### config.mk
export PLATFORM = sky130hd
export DESIGN_NAME = pc_sequencer_flat
export DESIGN_NICKNAME = d
export VERILOG_FILES = /design/src/rtl/pc_sequencer_if.sv /design/src/rtl/pc_sequencer.sv /design/src/flat_wrapper.sv
export SDC_FILE = /design/constraint.sdc
export NUM_CORES = 1
export LEC_CHECK = 0
export BUFFER_PORTS_ARGS = -buffer_cell sky130_fd_sc_hd__buf_4
export CORE_ASPECT_RATIO = 1.1
export CORE_MARGIN = 10
export CORE_UTILIZATION = 40
export CTS_BUF_LIST = sky130_fd_sc_hd__clkbuf_16
export DETAILED_ROUTE_END_ITERATION = 12
export PLACE_DENSITY_LB_ADDON = 0.12
export SLEW_MARGIN = 20
export SYNTH_ARGS = -nofsm -noshare
export SYNTH_HDL_FRONTEND = slang
export SYNTH_SLANG_ARGS = --single-unit
### constraint.sdc
create_clock -name Clk -period 3.52 [get_ports Clk]
set_input_delay 0.176 -clock Clk [delete_from_list [all_inputs] [get_ports Clk]]
set_output_delay 0.176 -clock Clk [all_outputs]
set_load 0.03 [all_outputs]
### src/rtl/pc_sequencer_if.sv
// Control/status bundle between the decoder/ALU side and the program sequencer.
// master = sequencer view, slave = decoder/testbench view.
interface pc_sequencer_if #(
  parameter int unsigned PC_W  = 10,
  parameter int unsigned OFF_W = 8,
  parameter int unsigned CNT_W = 16
);
  logic             Start;
  logic [PC_W-1:0]  StartAddr;
  logic             JumpEqual;
  logic             JumpNotEqual;
  logic             OffsetEn;
  logic [1:0]       PCRegSelect;
  logic             Ack;
  logic             ZeroFlag;
  logic [OFF_W-1:0] OffsetData;
  logic [PC_W-1:0]  ProgCtr;
  logic             Running;
  logic             Done;
  logic [CNT_W-1:0] CycleCnt;

  modport master (
    input  Start, StartAddr, JumpEqual, JumpNotEqual, OffsetEn,
           PCRegSelect, Ack, ZeroFlag, OffsetData,
    output ProgCtr, Running, Done, CycleCnt
  );

  modport slave (
    output Start, StartAddr, JumpEqual, JumpNotEqual, OffsetEn,
           PCRegSelect, Ack, ZeroFlag, OffsetData,
    input  ProgCtr, Running, Done, CycleCnt
  );
endinterface

### src/rtl/pc_sequencer.sv
// Program sequencer: program counter, three saved-jump registers, run/halt
// handshake and saturating run-cycle counter for the 9-bit core.
module pc_sequencer #(
  parameter int unsigned PC_W  = 10,
  parameter int unsigned OFF_W = 8,
  parameter int unsigned CNT_W = 16
) (
  input  logic           Clk,
  input  logic           Reset,
  pc_sequencer_if.master bus
);

  localparam int unsigned NREG = 3;

  typedef enum logic [1:0] {
    S_IDLE = 2'd0,
    S_RUN  = 2'd1,
    S_HALT = 2'd2
  } state_e;

  state_e           state_q, state_d;
  logic [PC_W-1:0]  pc_q, pc_d;
  logic [PC_W-1:0]  pcreg_q [NREG];
  logic [PC_W-1:0]  pcreg_d [NREG];
  logic [CNT_W-1:0] cnt_q, cnt_d;
  logic             running_q, done_q;

  logic             jump_c;
  logic             taken_c;
  logic             sel_nz_c;
  logic [1:0]       sel_idx_c;
  logic [PC_W-1:0]  pc_inc_c;
  logic [PC_W-1:0]  offset_c;

  // Both jump flags high resolves to taken, as the OR of the two terms covers every ZeroFlag.
  assign jump_c    = bus.JumpEqual | bus.JumpNotEqual;
  assign taken_c   = (bus.JumpEqual & bus.ZeroFlag) | (bus.JumpNotEqual & ~bus.ZeroFlag);
  assign sel_nz_c  = (bus.PCRegSelect != 2'd0);
  assign sel_idx_c = 2'(bus.PCRegSelect - 2'd1);
  assign pc_inc_c  = pc_q + PC_W'(1);
  assign offset_c  = bus.OffsetEn ? PC_W'(bus.OffsetData) : '0;

  always_ff @(posedge Clk or posedge Reset) begin
    if (Reset) begin
      state_q   <= S_IDLE;
      pc_q      <= '0;
      cnt_q     <= '0;
      running_q <= 1'b0;
      done_q    <= 1'b0;
      for (int i = 0; i < int'(NREG); i++) pcreg_q[i] <= '0;
    end else begin
      state_q   <= state_d;
      pc_q      <= pc_d;
      cnt_q     <= cnt_d;
      running_q <= (state_d == S_RUN);
      done_q    <= (state_d == S_HALT);
      for (int i = 0; i < int'(NREG); i++) pcreg_q[i] <= pcreg_d[i];
    end
  end

  always_comb begin
    state_d = state_q;
    pc_d    = pc_q;
    cnt_d   = cnt_q;
    for (int i = 0; i < int'(NREG); i++) pcreg_d[i] = pcreg_q[i];

    unique case (state_q)
      S_IDLE: begin
        if (bus.Start) begin
          pc_d    = bus.StartAddr;
          cnt_d   = '0;
          state_d = S_RUN;
        end
      end
      S_RUN: begin
        if (cnt_q != {CNT_W{1'b1}}) cnt_d = cnt_q + CNT_W'(1);
        if (bus.Ack) begin
          state_d = S_HALT;
        end else if (jump_c) begin
          pc_d = (taken_c && sel_nz_c) ? pcreg_q[sel_idx_c] : pc_inc_c;
        end else if (sel_nz_c) begin
          pcreg_d[sel_idx_c] = pc_q + offset_c;
          pc_d               = pc_inc_c;
        end else begin
          pc_d = pc_inc_c;
        end
      end
      S_HALT: begin
        // A new run needs Start to drop first, so leaving HALT only on Start low.
        if (!bus.Start) state_d = S_IDLE;
      end
      default: state_d = S_IDLE;
    endcase
  end

  assign bus.ProgCtr  = pc_q;
  assign bus.Running  = running_q;
  assign bus.Done     = done_q;
  assign bus.CycleCnt = cnt_q;

endmodule

### src/flat_wrapper.sv
// flat-port wrapper written by rule: the top's interface ports become plain ports
module pc_sequencer_flat 
#(
  parameter int unsigned PC_W  = 10,
  parameter int unsigned OFF_W = 8,
  parameter int unsigned CNT_W = 16
)
  (Clk, Reset, bus_Start, bus_StartAddr, bus_JumpEqual, bus_JumpNotEqual, bus_OffsetEn, bus_PCRegSelect, bus_Ack, bus_ZeroFlag, bus_OffsetData, bus_ProgCtr, bus_Running, bus_Done, bus_CycleCnt);
  pc_sequencer_if #(.PC_W(PC_W), .OFF_W(OFF_W), .CNT_W(CNT_W)) bus_i ();
  input  logic Clk;
  input  logic Reset;
  input wire logic [$bits(bus_i.Start)-1:0] bus_Start;
  input wire logic [$bits(bus_i.StartAddr)-1:0] bus_StartAddr;
  input wire logic [$bits(bus_i.JumpEqual)-1:0] bus_JumpEqual;
  input wire logic [$bits(bus_i.JumpNotEqual)-1:0] bus_JumpNotEqual;
  input wire logic [$bits(bus_i.OffsetEn)-1:0] bus_OffsetEn;
  input wire logic [$bits(bus_i.PCRegSelect)-1:0] bus_PCRegSelect;
  input wire logic [$bits(bus_i.Ack)-1:0] bus_Ack;
  input wire logic [$bits(bus_i.ZeroFlag)-1:0] bus_ZeroFlag;
  input wire logic [$bits(bus_i.OffsetData)-1:0] bus_OffsetData;
  output wire logic [$bits(bus_i.ProgCtr)-1:0] bus_ProgCtr;
  output wire logic [$bits(bus_i.Running)-1:0] bus_Running;
  output wire logic [$bits(bus_i.Done)-1:0] bus_Done;
  output wire logic [$bits(bus_i.CycleCnt)-1:0] bus_CycleCnt;
  assign bus_i.Start = bus_Start;
  assign bus_i.StartAddr = bus_StartAddr;
  assign bus_i.JumpEqual = bus_JumpEqual;
  assign bus_i.JumpNotEqual = bus_JumpNotEqual;
  assign bus_i.OffsetEn = bus_OffsetEn;
  assign bus_i.PCRegSelect = bus_PCRegSelect;
  assign bus_i.Ack = bus_Ack;
  assign bus_i.ZeroFlag = bus_ZeroFlag;
  assign bus_i.OffsetData = bus_OffsetData;
  assign bus_ProgCtr = bus_i.ProgCtr;
  assign bus_Running = bus_i.Running;
  assign bus_Done = bus_i.Done;
  assign bus_CycleCnt = bus_i.CycleCnt;
  pc_sequencer #(.PC_W(PC_W), .OFF_W(OFF_W), .CNT_W(CNT_W)) u_core (.Clk(Clk), .Reset(Reset), .bus(bus_i));
endmodule
==> flow_summary.json <==
{
  "clock_insertion_delay_at_the_later_pin_of_the_skew_report_ns": 0.32,
  "fin_total_pwr_mw": 3.16,
  "postSynthNetCount": 415,
  "max_cap_violations": 0,
  "vias_per_cell": 5.39,
  "dp_hpwl_mm": 7.28,
  "clock-sinks": 60,
  "multi_input_area_um2": 1960,
  "max-slew-margin-rel_pct": 42.7,
  "cp.arrival_ns": 2.62,
  "synth_area_um2": 3570,
  "hold_buffers": 0,
  "critical_path.slowest_cell": "or4_1",
  "synthesis.yosys.warnings": 0,
  "layout_setup_ws_ns": 1.15,
  "avg_cell_area_syn_um2": 9.60,
  "clock_tree.htree_level_count": 3,
  "clk_pin_slew_ns": 0.05,
  "netlist_instances": 372,
  "path_class": "flop to flop",
  "detail_route_antenna_nets": 0,
  "floorplan.die.height_um": 119,
  "grt_start_max_net_pins": 41,
  "worst-slew-pin-transition_ns": 0.859,
  "synth_top_area_cell": "dfrtp_1",
  "layout-drive-gt1-share_pct": 25.1,
  "fmaxAchievable_mhz": 423,
  "synth_top_cells_by_area": "dfrtp_1 42%, mux2_2 7.9%, ha_1 4.9%",
  "synth-edff-count": 0,
  "finalSetupTns_ns": 0,
  "globalRouteOverflowTotal": 0,
  "post_cts.resized_instances": 0,
  "final_nets": 473,
  "postSynthRegisterBits": 60,
  "kind_of_end_point_of_the_critical_path": "flop",
  "layout.cells.most_common": "buf_4",
  "setup_viol_count_final": 0,
  "clk_buf_depth": 2,
  "gp_congestion": 0.836,
  "setup.worst_path.start_class": "flop",
  "post_synth_num_cell_types": 48,
  "fillers": 855,
  "synth_seq_area_share_pct": 42.1,
  "tritoncts": "done",
  "leakage_nw": 2.02,
  "cpPeakStageDelay_ns": 0.53,
  "register_area_um2": 1500,
  "numCtsBuffers": 9,
  "grt_first_pass_wirelength_mm": 15.4,
  "crit_path_cell_trace": "ha_1 -> inv_1 -> fa_1 -> nor2b_1 -> o31a_1 -> o31a_1 -> or4_1 -> nand3_1",
  "post_cts.repair.setup_buffers": 0,
  "drtPass1Iterations": 4,
  "detail_route.drc_violations": 0,
  "grt_pass1_vias": 3010,
  "final_core_util_pct": 49.6,
  "synthToLayoutAreaGrowth_pct": 22.2,
  "rows": 36,
  "power.density_nw_per_um2": 725,
  "critPathMaxFanout": 8,
  "worstPathBufferInverterCount": 1,
  "worst_path_most_repeated_cell": "o31a_1",
  "cts-root-buf": "clkbuf_16",
  "async_flop_share_pct": 100,
  "initial_utilization_pct": 40.6,
  "vias": 2961,
  "placeable_core_region_um2": 8780,
  "timing.hold.worst.class": "primary input to asynchronous set/reset pin",
  "antenna_found_initial": 0,
  "final.hold.worst_slack_ns": 0.0404,
  "crit_required_ns": 3.78,
  "power.ir.vdd_worst_mv": 0.269,
  "wirelength_mm": 9.33,
  "floorplan.die_area_um2": 13100,
  "grt_util_overall_pct": 15.0,
  "place.port_buffers": 55,
  "route.detailed.wl_per_inst_um": 17.0,
  "antenna-diode-count": 0,
  "final-max-slew-violation-count": 0,
  "dp_worst_setup_slack_ns": 1.17,
  "design.portCount": 56,
  "ys.flop_type": "dfrtp_1",
  "yosys.area.top_type_share_pct": 42.1,
  "clock_skew_ns": 0.00431,
  "drt_first_iter_violations": 115,
  "timing.final.crit_share_pct": 67.2,
  "grt_setup_unrepaired": "false",
  "critical-path-top-delay-family": "simple AND/OR/NAND/NOR gates",
  "final_report_hold_violation_count": 0,
  "outcome": "completed",
  "die_w_um": 110,
  "mostFrequentLayoutCells": "61 x buf_4, 60 x dfrtp_1, 30 x nand2_1",
  "period_minus_slack_ns": 2.37
}
synth_stat cells, drive strengths merged, types with 5 or more instances:
cell type and number:
nand2 30, and3 6, clkbuf 10, nor3 11, a22oi 9, nand2b 6, nor2 29, ha 14
inv 10, o211ai 12, and2 7, nand3 17, or3 5, mux2i 8, xnor2 9, xor2 13
a21oi 21, dfrtp 60, a211oi 5, mux2 25, o21ai 28, or4 5
layer usage:
metal	routed length, um	vias to the layer above	global-route usage (%)
li1	-	1468	-
met1	4040	1439	17.7
met2	4660	41	25.0
met3	417	13	3.40
met4	219	0	6.68
met5	0	-	0
kinds of logic after synthesis:
logic type | share of synthesized area, %
AND/OR/NAND/NOR | 17.9
XOR/XNOR | 5.40
buffers and inverters | 3.01
flip-flops | 42.1
multiplexers | 10.1
AO/OA/AOI/OAI | 16.1
adder cells (fa/ha/maj) | 5.47
report_power, final:
group	internal (mW)	switching, mW
Sequential	0.895	0.234
Clock	0.464	0.295
Combinational	0.527	0.748
layout make-up:
class / count / area share (%)
inverters: 10 / 0.861
well taps: 114 / 3.27
flip-flops and latches: 60 / 34.4
repair buffers: 61 / 10.5
clock buffers: 9 / 5.16
clock inverters: 7 / 0.803
multi-input cells: 288 / 45.0
registers in the layout, summed over array words and instances (netlist names):
signal / cells
u_core.bus.Running: 1
u_core.pcreg_q: 30
u_core.bus.Done: 1
u_core.bus.ProgCtr: 10
u_core.bus.CycleCnt: 16
u_core.state_q: 2
through the flow:
step | cells | cell area (um2)
after floorplan | 372 | 3570
after global placement | 533 | 4100
after detailed placement | 533 | 4100
after CTS | 549 | 4360
after global routing | 549 | 4360
final | 549 | 4360
worst register-to-register path: stages (launching register included):
cell and delay, ns:
dfrtp_1 0.47, ha_1 0.27, inv_1 0.07, fa_1 0.21
nor2b_1 0.07, o31a_1 0.27, o31a_1 0.32, or4_1 0.53
nand3_1 0.10
path summary, 6_finish.rpt:
| path | startpoint | end | slack, ns | cells after the start |
|---|---|---|---|---|
| hold reg to reg | u_core.pcreg_q[22]$_DFFE_PP0P_ | u_core.pcreg_q[22]$_DFFE_PP0P_ | 0.48 | 2 |
| hold / removal | Reset | u_core.bus.Running$_DFF_PP0_ | 0.04 | 2 |
| setup reg to reg | u_core.bus.ProgCtr[0]$_DFFE_PP0P_ | u_core.pcreg_q[8]$_DFFE_PP0P_ | 1.15 | 8 |
| max in group asynchronous | Reset | u_core.pcreg_q[1]$_DFFE_PP0P_ | 2.64 | 3 |
| min in group Clk | bus_StartAddr[9] | u_core.bus.ProgCtr[9]$_DFFE_PP0P_ | 0.09 | 3 |
| setup / recovery | u_core.bus.ProgCtr[0]$_DFFE_PP0P_ | u_core.pcreg_q[8]$_DFFE_PP0P_ | 1.15 | 8 |
Power figures use the tool's default switching activity.
